File: src/rtl/core_pkg.sv
// Shared core definitions: datapath defaults, operand-select encodings and
// instruction field positions used by the decode/operand path.
package core_pkg;

   localparam int XLEN_DEFAULT   = 32;
   localparam int REG_AW_DEFAULT = 5;

   // Major opcode field of the raw instruction
   localparam int OPC_LSB = 0;
   localparam int OPC_MSB = 6;

   typedef enum logic [2:0] {
      IMM_RS2  = 3'b000,
      IMM_I    = 3'b001,
      IMM_B    = 3'b010,
      IMM_S    = 3'b011,
      IMM_U    = 3'b100,
      IMM_UJ   = 3'b101,
      IMM_FOUR = 3'b110,
      IMM_RSVD = 3'b111
   } imm_sel_e;

   typedef enum logic [1:0] {
      A_RS1  = 2'b00,
      A_PC   = 2'b01,
      A_ZERO = 2'b10,
      A_RSVD = 2'b11
   } a_sel_e;

endpackage

File: src/rtl/operand_sel_stage_if.sv
// Decode-to-execute operand bus: decode-side request, execute-side response.
// master = the surrounding pipeline (drives requests, consumes operands),
// slave  = the operand select stage.
interface operand_sel_stage_if #(
   parameter int XLEN   = 32,
   parameter int REG_AW = 5
);
   logic              in_valid;
   logic              in_ready;
   logic [31:0]       inst;
   logic [XLEN-1:0]   pc;
   logic [XLEN-1:0]   rs1;
   logic [XLEN-1:0]   rs2;
   logic [REG_AW-1:0] rs1_addr;
   logic [REG_AW-1:0] rs2_addr;
   logic [1:0]        a_sel;
   logic [2:0]        imme_sel;
   logic              out_valid;
   logic              out_ready;
   logic [XLEN-1:0]   op_a;
   logic [XLEN-1:0]   op_b;
   logic [XLEN-1:0]   store_data;
   logic              sel_illegal;

   modport master (
      output in_valid, inst, pc, rs1, rs2, rs1_addr, rs2_addr, a_sel, imme_sel, out_ready,
      input  in_ready, out_valid, op_a, op_b, store_data, sel_illegal
   );

   modport slave (
      input  in_valid, inst, pc, rs1, rs2, rs1_addr, rs2_addr, a_sel, imme_sel, out_ready,
      output in_ready, out_valid, op_a, op_b, store_data, sel_illegal
   );
endinterface

File: src/rtl/operand_sel_stage_imm_gen.sv
// imm_gen: combinational decode of every immediate format from a raw
// instruction, each sign-extended from inst[31] to XLEN. Shared with the
// branch unit.
module imm_gen
   import core_pkg::*;
#(
   parameter int XLEN = XLEN_DEFAULT
) (
   input  logic [31:0]             inst,
   output logic signed [XLEN-1:0]  imm_i,
   output logic signed [XLEN-1:0]  imm_s,
   output logic signed [XLEN-1:0]  imm_b,
   output logic signed [XLEN-1:0]  imm_u,
   output logic signed [XLEN-1:0]  imm_uj
);
   logic signed [11:0] i12;
   logic signed [11:0] s12;
   logic signed [12:0] b13;
   logic signed [31:0] u32;
   logic signed [20:0] j21;
   logic               unused_opcode;

   // Assemble each format at its native width, then sign-extend by cast
   always_comb begin
      i12    = inst[31:20];
      s12    = {inst[31:25], inst[11:7]};
      b13    = {inst[31], inst[7], inst[30:25], inst[11:8], 1'b0};
      u32    = {inst[31:12], 12'b0};
      j21    = {inst[31], inst[19:12], inst[20], inst[30:21], 1'b0};
      imm_i  = XLEN'(i12);
      imm_s  = XLEN'(s12);
      imm_b  = XLEN'(b13);
      imm_u  = XLEN'(u32);
      imm_uj = XLEN'(j21);
   end

   // The opcode field carries no immediate bits
   assign unused_opcode = ^inst[OPC_MSB:OPC_LSB];

endmodule

File: src/rtl/operand_sel_stage.sv
// operand_sel_stage: registered ALU operand select between decode and
// execute. Decodes immediates, optionally forwards EX/WB results onto
// rs1/rs2, selects op_a/op_b/store_data and holds them in a one-entry
// valid/ready pipe register.
// Build option: OPSEL_FWD_EN enables EX/WB forwarding; without it the
// register-file data is used directly and the hazard unit must stall.
module operand_sel_stage
   import core_pkg::*;
#(
   parameter int XLEN   = XLEN_DEFAULT,
   parameter int REG_AW = REG_AW_DEFAULT
) (
   input  logic               clk,
   input  logic               rst,
   input  logic               flush,
   operand_sel_stage_if.slave bus,
   input  logic               ex_wr_en,
   input  logic [REG_AW-1:0]  ex_rd,
   input  logic [XLEN-1:0]    ex_data,
   input  logic               wb_wr_en,
   input  logic [REG_AW-1:0]  wb_rd,
   input  logic [XLEN-1:0]    wb_data
);
   logic signed [XLEN-1:0] imm_i, imm_s, imm_b, imm_u, imm_uj;
   logic [XLEN-1:0]        rs1_f_p0, rs2_f_p0;
   logic [XLEN-1:0]        op_a_p0, op_b_p0;
   logic                   illegal_p0;
   logic                   accept_p0;
   logic                   in_ready;

   logic                   vld_p1;
   logic [XLEN-1:0]        op_a_p1, op_b_p1, store_data_p1;
   logic                   sel_illegal_p1;

   imm_gen #(.XLEN(XLEN)) u_imm_gen (
      .inst   (bus.inst),
      .imm_i  (imm_i),
      .imm_s  (imm_s),
      .imm_b  (imm_b),
      .imm_u  (imm_u),
      .imm_uj (imm_uj)
   );

`ifdef OPSEL_FWD_EN
   // EX beats WB beats the register file; x0 is never forwarded
   function automatic logic [XLEN-1:0] fwd_src(
      input logic [REG_AW-1:0] addr,
      input logic [XLEN-1:0]   rf,
      input logic              e_en,
      input logic [REG_AW-1:0] e_rd,
      input logic [XLEN-1:0]   e_data,
      input logic              w_en,
      input logic [REG_AW-1:0] w_rd,
      input logic [XLEN-1:0]   w_data
   );
      if (addr == '0)                 return rf;
      else if (e_en && e_rd == addr)  return e_data;
      else if (w_en && w_rd == addr)  return w_data;
      else                            return rf;
   endfunction

   // Forwarded source operands
   always_comb begin
      rs1_f_p0 = fwd_src(bus.rs1_addr, bus.rs1, ex_wr_en, ex_rd, ex_data, wb_wr_en, wb_rd, wb_data);
      rs2_f_p0 = fwd_src(bus.rs2_addr, bus.rs2, ex_wr_en, ex_rd, ex_data, wb_wr_en, wb_rd, wb_data);
   end
`else
   logic unused_fwd;

   // Register-file data used as-is; bypass ports are left dangling
   always_comb begin
      rs1_f_p0 = bus.rs1;
      rs2_f_p0 = bus.rs2;
   end

   assign unused_fwd = ^{ex_wr_en, ex_rd, ex_data, wb_wr_en, wb_rd, wb_data,
                         bus.rs1_addr, bus.rs2_addr};
`endif

   // Operand A/B muxes; reserved codes yield zero and flag the entry
   always_comb begin
      op_a_p0    = '0;
      op_b_p0    = '0;
      illegal_p0 = 1'b0;
      case (a_sel_e'(bus.a_sel))
         A_RS1:   op_a_p0 = rs1_f_p0;
         A_PC:    op_a_p0 = bus.pc;
         A_ZERO:  op_a_p0 = '0;
         default: illegal_p0 = 1'b1;
      endcase
      case (imm_sel_e'(bus.imme_sel))
         IMM_RS2:  op_b_p0 = rs2_f_p0;
         IMM_I:    op_b_p0 = imm_i;
         IMM_B:    op_b_p0 = imm_b;
         IMM_S:    op_b_p0 = imm_s;
         IMM_U:    op_b_p0 = imm_u;
         IMM_UJ:   op_b_p0 = imm_uj;
         IMM_FOUR: op_b_p0 = XLEN'(4);
         default:  illegal_p0 = 1'b1;
      endcase
   end

   assign in_ready  = !vld_p1 || bus.out_ready;
   assign accept_p0 = bus.in_valid && in_ready && !flush;

   // ---- p0 -> p1: one-entry pipe register ----
   // Valid tracks accept/drain/flush; data loads only on a live accept
   always_ff @(posedge clk or posedge rst) begin
      if (rst) begin
         vld_p1         <= 1'b0;
         op_a_p1        <= '0;
         op_b_p1        <= '0;
         store_data_p1  <= '0;
         sel_illegal_p1 <= 1'b0;
      end else begin
         if (flush)
            vld_p1 <= 1'b0;
         else if (accept_p0)
            vld_p1 <= 1'b1;
         else if (bus.out_ready)
            vld_p1 <= 1'b0;
         if (accept_p0) begin
            op_a_p1        <= op_a_p0;
            op_b_p1        <= op_b_p0;
            store_data_p1  <= rs2_f_p0;
            sel_illegal_p1 <= illegal_p0;
         end
      end
   end

   assign bus.in_ready    = in_ready;
   assign bus.out_valid   = vld_p1;
   assign bus.op_a        = op_a_p1;
   assign bus.op_b        = op_b_p1;
   assign bus.store_data  = store_data_p1;
   assign bus.sel_illegal = sel_illegal_p1;

endmodule

File: src/flat_wrapper.sv
// flat-port wrapper written by rule: the top's interface ports become plain ports
module operand_sel_stage_flat import core_pkg::*;
#(
   parameter int XLEN   = XLEN_DEFAULT,
   parameter int REG_AW = REG_AW_DEFAULT
)
  (clk, rst, flush, ex_wr_en, ex_rd, ex_data, wb_wr_en, wb_rd, wb_data, bus_in_valid, bus_inst, bus_pc, bus_rs1, bus_rs2, bus_rs1_addr, bus_rs2_addr, bus_a_sel, bus_imme_sel, bus_out_ready, bus_in_ready, bus_out_valid, bus_op_a, bus_op_b, bus_store_data, bus_sel_illegal);
  operand_sel_stage_if #(.XLEN(XLEN), .REG_AW(REG_AW)) bus_i ();
  input  logic clk;
  input  logic rst;
  input  logic flush;
  input  logic ex_wr_en;
  input  logic [REG_AW-1:0] ex_rd;
  input  logic [XLEN-1:0] ex_data;
  input  logic wb_wr_en;
  input  logic [REG_AW-1:0] wb_rd;
  input  logic [XLEN-1:0] wb_data;
  input wire logic [$bits(bus_i.in_valid)-1:0] bus_in_valid;
  input wire logic [$bits(bus_i.inst)-1:0] bus_inst;
  input wire logic [$bits(bus_i.pc)-1:0] bus_pc;
  input wire logic [$bits(bus_i.rs1)-1:0] bus_rs1;
  input wire logic [$bits(bus_i.rs2)-1:0] bus_rs2;
  input wire logic [$bits(bus_i.rs1_addr)-1:0] bus_rs1_addr;
  input wire logic [$bits(bus_i.rs2_addr)-1:0] bus_rs2_addr;
  input wire logic [$bits(bus_i.a_sel)-1:0] bus_a_sel;
  input wire logic [$bits(bus_i.imme_sel)-1:0] bus_imme_sel;
  input wire logic [$bits(bus_i.out_ready)-1:0] bus_out_ready;
  output wire logic [$bits(bus_i.in_ready)-1:0] bus_in_ready;
  output wire logic [$bits(bus_i.out_valid)-1:0] bus_out_valid;
  output wire logic [$bits(bus_i.op_a)-1:0] bus_op_a;
  output wire logic [$bits(bus_i.op_b)-1:0] bus_op_b;
  output wire logic [$bits(bus_i.store_data)-1:0] bus_store_data;
  output wire logic [$bits(bus_i.sel_illegal)-1:0] bus_sel_illegal;
  assign bus_i.in_valid = bus_in_valid;
  assign bus_i.inst = bus_inst;
  assign bus_i.pc = bus_pc;
  assign bus_i.rs1 = bus_rs1;
  assign bus_i.rs2 = bus_rs2;
  assign bus_i.rs1_addr = bus_rs1_addr;
  assign bus_i.rs2_addr = bus_rs2_addr;
  assign bus_i.a_sel = bus_a_sel;
  assign bus_i.imme_sel = bus_imme_sel;
  assign bus_i.out_ready = bus_out_ready;
  assign bus_in_ready = bus_i.in_ready;
  assign bus_out_valid = bus_i.out_valid;
  assign bus_op_a = bus_i.op_a;
  assign bus_op_b = bus_i.op_b;
  assign bus_store_data = bus_i.store_data;
  assign bus_sel_illegal = bus_i.sel_illegal;
  operand_sel_stage #(.XLEN(XLEN), .REG_AW(REG_AW)) u_core (.clk(clk), .rst(rst), .flush(flush), .bus(bus_i), .ex_wr_en(ex_wr_en), .ex_rd(ex_rd), .ex_data(ex_data), .wb_wr_en(wb_wr_en), .wb_rd(wb_rd), .wb_data(wb_data));
endmodule
File: config.mk
export PLATFORM = sky130hd
export DESIGN_NAME = operand_sel_stage_flat
export DESIGN_NICKNAME = d
export VERILOG_FILES = /design/src/rtl/core_pkg.sv /design/src/rtl/operand_sel_stage_if.sv /design/src/rtl/operand_sel_stage_imm_gen.sv /design/src/rtl/operand_sel_stage.sv /design/src/flat_wrapper.sv
export SDC_FILE = /design/constraint.sdc
export NUM_CORES = 1
export LEC_CHECK = 0
export BUFFER_PORTS_ARGS = -buffer_cell sky130_fd_sc_hd__buf_2
export CAP_MARGIN = 5
export CORE_AREA = 5 5 124 126
export CTS_CLUSTER_DIAMETER = 80
export DETAILED_ROUTE_END_ITERATION = 8
export DIE_AREA = 0 0 129 131
export GPL_TIMING_DRIVEN = 0
export PLACE_DENSITY = 0.68
export SYNTH_ARGS = -nofsm -noshare
export SYNTH_HDL_FRONTEND = slang
export SYNTH_SLANG_ARGS = --single-unit
File: constraint.sdc
create_clock -name clk -period 2.9 [get_ports clk]
set_input_delay 0.58 -clock clk [delete_from_list [all_inputs] [get_ports clk]]
set_output_delay 0.58 -clock clk [all_outputs]
set_load 0.005 [all_outputs]
[Yosys cells after proc, flatten, opt, wreduce, memory -nomap -nowiden]
Index checks and enable logic that the tools add are counted.
Cells by class
  equality and inequality tests: 8
  mux-type cells: 7
  reductions and logical operators: 10
Operator list (count)
  32-bit case mux with 7 select lines: 1
  32-bit case mux with 2 select lines: 1
  3-bit equality test (second input constant): 3
  7-bit OR reduction: 1
  3-bit by 2-bit equality test with 1-bit output (second input constant): 2
  1-bit two-way mux: 5
  3-bit by 1-bit equality test with 1-bit output (second input constant): 1
  3-bit logical NOT: 1
  3-bit nonzero test: 1
  3-bit OR reduction: 1
  2-bit by 1-bit equality test with 1-bit output (second input constant): 1
  2-bit equality test (second input constant): 1
  1-bit logical AND: 2
  1-bit logical NOT: 2
  2-bit logical NOT: 1
  1-bit logical OR: 1
Storage, ports and cells
  register bits: 98
  input bits: 224
  logic and storage cells: 30

[Longest topological paths before layout]
  depth after elaboration: 6
  mapped depth: 6
  mapped depth without buffers: 4

[Cells and area by module]
From an unflattened synthesis, not the netlist that was laid out.
Unflattened totals
  cell total of the unflattened synthesis: 727
  area total of the unflattened synthesis: 6865.3 um^2
By module, submodules not included
  operand_sel_stage: times used 1, cells an instance 566, area each 5660.4 um^2, sequential area each 2452.4 um^2
  imm_gen: times used 1, cells an instance 161, area each 1204.9 um^2, sequential area each 0.0 um^2

[Worst setup path after synthesis]
Ideal clock, no wire load.
  path type: input-to-reg
  from: in bus_out_ready
  to: reg u_core.store_data_p1[11], in the netlist u_core.bus.store_data[11]
  data arrival time: 1494 ps
  path slack: 1282 ps
  cell stages on the path: 5
  buffers on the path: 1
  cell sequence: nor2b_2 -> inv_1 -> nand2_1 -> buf_2 -> mux2_2
Between the ends
  word-level cells in the longest chain between the ends: 3
Ends and longest elaborated chain
  start: declaration: line flat_wrapper.sv:27  | input wire logic [$bits(bus_i.out_ready)-1:0] bus_out_ready;
  1-bit logical OR: line operand_sel_stage.sv:103  | assign in_ready = !vld_p1 || bus.out_ready;
  1-bit logical AND (2 in series): line operand_sel_stage.sv:104  | assign accept_p0 = bus.in_valid && in_ready && !flush;
  end signal: assignment: line operand_sel_stage.sv:125  | store_data_p1 <= rs2_f_p0;
  end: declaration: line operand_sel_stage.sv:32  | logic [XLEN-1:0] op_a_p1, op_b_p1, store_data_p1;
No other way between the ends.
A chain may end at the register's enable or synchronous reset.

[Worst setup path after layout]
  from: reg u_core.vld_p1, in the netlist u_core.bus.out_valid
  to: out bus_in_ready
Between the ends
  word-level cells in the longest chain between the ends: 2
Ends and longest elaborated chain
  start: declaration: line operand_sel_stage.sv:31  | logic vld_p1;
  start signal: assignment: line operand_sel_stage.sv:110  | vld_p1 <= 1'b0;
  start signal: assignment: line operand_sel_stage.sv:117  | vld_p1 <= 1'b0;
  start signal: assignment: line operand_sel_stage.sv:119  | vld_p1 <= 1'b1;
  1-bit logical NOT: line operand_sel_stage.sv:103
  1-bit logical OR: line operand_sel_stage.sv:103
  end: declaration: line flat_wrapper.sv:28  | output wire logic [$bits(bus_i.in_ready)-1:0] bus_in_ready;
No other way between the ends.

==> run_results.csv <==
group,metric,value,unit
logic_synthesis,yosys_most_used_dff,"dfrtp_1",
logic_synthesis,yosysSeqAreaShare,49.94,%
clock_network,ctsHtreeMaxLevel,3,
clock_network,post_cts.repair.setup_buffers,0,
timing,period_needed,2.035,ns
timing,clock-skew-final,0.006986,ns
setup_path,crit_required,2.32,ns
global_route,grt_usage,18.76,%
die,fp.dieH,131,µm
timing,fmax,0.4915,GHz
route,ant_nets,0,
timing,whs,0.3046,ns
finish,final_area,6610,µm²
die,rows,44,
logic_synthesis,async_flop_share,100.0,%
die,die_w,129,µm
route,vias,4478,
global_route,grt_max_degree,37,
clock_network,cts_root_buf,"clkbuf_16",
logic_synthesis,synth_cell_types,35,
logic_synthesis,synth-edff-count,0,
logic_synthesis,avgSynthCellArea,11.53,µm²
hold_path,hold_class,"primary input to asynchronous set/reset pin",
finish,drive_gt1_share,47.38,%
clock_network,clk_pin_slew,0.07,ns
timing,worst_slack,0.8654,ns
finish,final_common_cell,"buf_2",
placement,pre_cts_ws,0.7262,ns
route,wl,16350,µm
global_route,globalRouteOverflowTotal,0,
finish,final_nets,888,
route,first_pass_iters,4,
run,maxCapViolCount,0,
die,core_area,14200,µm²
logic_synthesis,syn_nets,650,
setup_path,start_kind,"flip-flop",
timing,tns,0,ns
setup_path,cp-end-kind,"output port",
setup_path,worst-path-max-fanout,10,
route,viasPerCell,5.244,
pwr,p_per_area,569.2,nW/µm²
pwr,leakagePower,3.184,nW
logic_synthesis,syn_area,4911,µm²
clock_network,clk_path_buf_depth,2,
die,ios,323,
placement,port_buffers,225,
setup_path,crit_arrival,1.45,ns
placement,gp_congestion,0.7892,
route,drt-wirelength-per-cell,19.15,µm
finish,area_growth,34.60,%
clock_network,clkSinkCount,98,
clock_network,cts-hold-fix-buffers,0,
finish,final_cell_mix,"246 x buf_2, 98 x dfrtp_1, 44 x mux2i_1, 36 x o21ai_0",
route,drtIter0Drc,291,
setup_path,critical_path_class,"flip-flop to output port",
timing,rsz0062_at_grt,"no",
clock_network,insertion_delay,0.35,ns
placement,hpwlAfterDp,12840,µm
timing,final.period_utilization,70.16,%
clock_network,cts_buffers,9,
finish,n_fill_cell,1353,
die,dieArea,16900,µm²
die,initial_core_util,34.58,%
global_route,grt_pass1_vias,4543,
clock_network,cts_resized,0,
timing,finalHoldViolCount,0,
pwr,vdd_ir_drop_max,0.2660,mV
timing,slew_headroom,58.50,%
timing,worst_pin_slew,0.6212,ns
finish,final_util,46.54,%
logic_synthesis,yosys_warnings,0,
timing,setup_violations,0,
global_route,antenna_found_initial,1,
logic_synthesis,syn_inst,426,
clock_network,cts_tree,"yes",
placement,postPlaceCellArea,6311,µm²
global_route,grt_pass1_wl,24630,µm
status,status,"completed",
logic_synthesis,ys_ff_latch,98,
route,drc,0,
timing,final_max_slew_viol_count,0,
setup_path,regToRegSetupSlack,1.06,ns
==> metal layers <==
metal / GRT usage, % / routed length (µm)
met2: 31.65 / 7993
met4: 7.412 / 359
met1: 23.48 / 6924
met5: 0 / 0
met3: 4.187 / 1077
==> Yosys cell counts (6+ instances only) <==
master | count | area [µm²]
dfrtp_1 | 98 | 2452
nor4b_1 | 8 | 70.07
a31oi_1 | 9 | 56.30
o21ai_0 | 36 | 180.2
a211o_1 | 10 | 87.58
nand2_1 | 12 | 45.04
a211oi_1 | 19 | 142.6
a21oi_1 | 19 | 95.09
buf_2 | 21 | 105.1
clkbuf_1 | 13 | 48.80
mux2i_1 | 44 | 440.4
buf_6 | 6 | 67.56
o31ai_1 | 33 | 247.7
mux2_2 | 33 | 371.6
o22a_1 | 21 | 183.9
==> cell type report <==
| class | instances | area, µm² | share of cell area [%] |
|---|---|---|---|
| sequential | 98 | 2452 | 37.10 |
| multi-input combinational | 277 | 2181 | 32.99 |
| timing repair buffer | 227 | 1166 | 17.64 |
| buffer | 46 | 259.0 | 3.918 |
| tap | 184 | 230.2 | 3.483 |
| clock buffer | 10 | 229.0 | 3.464 |
| clock inverter | 6 | 67.56 | 1.022 |
| inverter | 5 | 22.52 | 0.3407 |
| antenna | 1 | 2.502 | 0.03786 |
==> power by group <==
group	total, W	switching, W	internal [W]
Combinational	0.000860	0.000423	0.000437
Sequential	0.00169	0.000109	0.00158
Clock	0.00122	0.000545	0.000671
Total	0.00376	0.00108	0.00269
==> flip-flops by register name, indices dropped and copies added (netlist names) <==
name and count:
u_core.bus.sel_illegal 1, u_core.bus.out_valid 1, u_core.bus.store_data 32, u_core.bus.op_b 32, u_core.bus.op_a 32
==> worst paths after layout <==
check                                             to  cells after the start                 startpoint
min in group clk                u_core.bus.out_valid                      2                      flush
max in group asynchronous  u_core.bus.store_data[16]                      4                        rst
min reg2reg                u_core.bus.store_data[29]                      1  u_core.bus.store_data[29]
min                              u_core.bus.op_a[10]                      2                        rst
max reg2reg                 u_core.bus.store_data[7]                      5       u_core.bus.out_valid
max                                     bus_in_ready                      4       u_core.bus.out_valid
==> metrics by stage <==
stage	total power [W]	std cells
after floorplan	0.002122	426
after global placement	0.002540	835
after detailed placement	0.002578	837
after CTS	0.003806	853
after global routing	0.003947	854
final	0.003762	854
==> critical path, stage by stage (launching register included) <==
cell and delay [ns]:
dfrtp_1 0.35, nor2b_2 0.27, inv_1 0.14, buf_2 0.20, buf_2 0.14
==> kinds of logic (layout without fill, tap and decap cells) <==
logic type             after synthesis  count (layout)  share of synthesized area (%)
other                                0               1                              0
multiplexers                        77              77                          16.54
flip-flops                          98              98                          49.94
AO/OA/AOI/OAI                      153             153                          21.63
buffers and inverters               51             294                          5.656
AND/OR/NAND/NOR                     47              47                          6.242
Note: power is estimated with default switching activity, not from simulation.
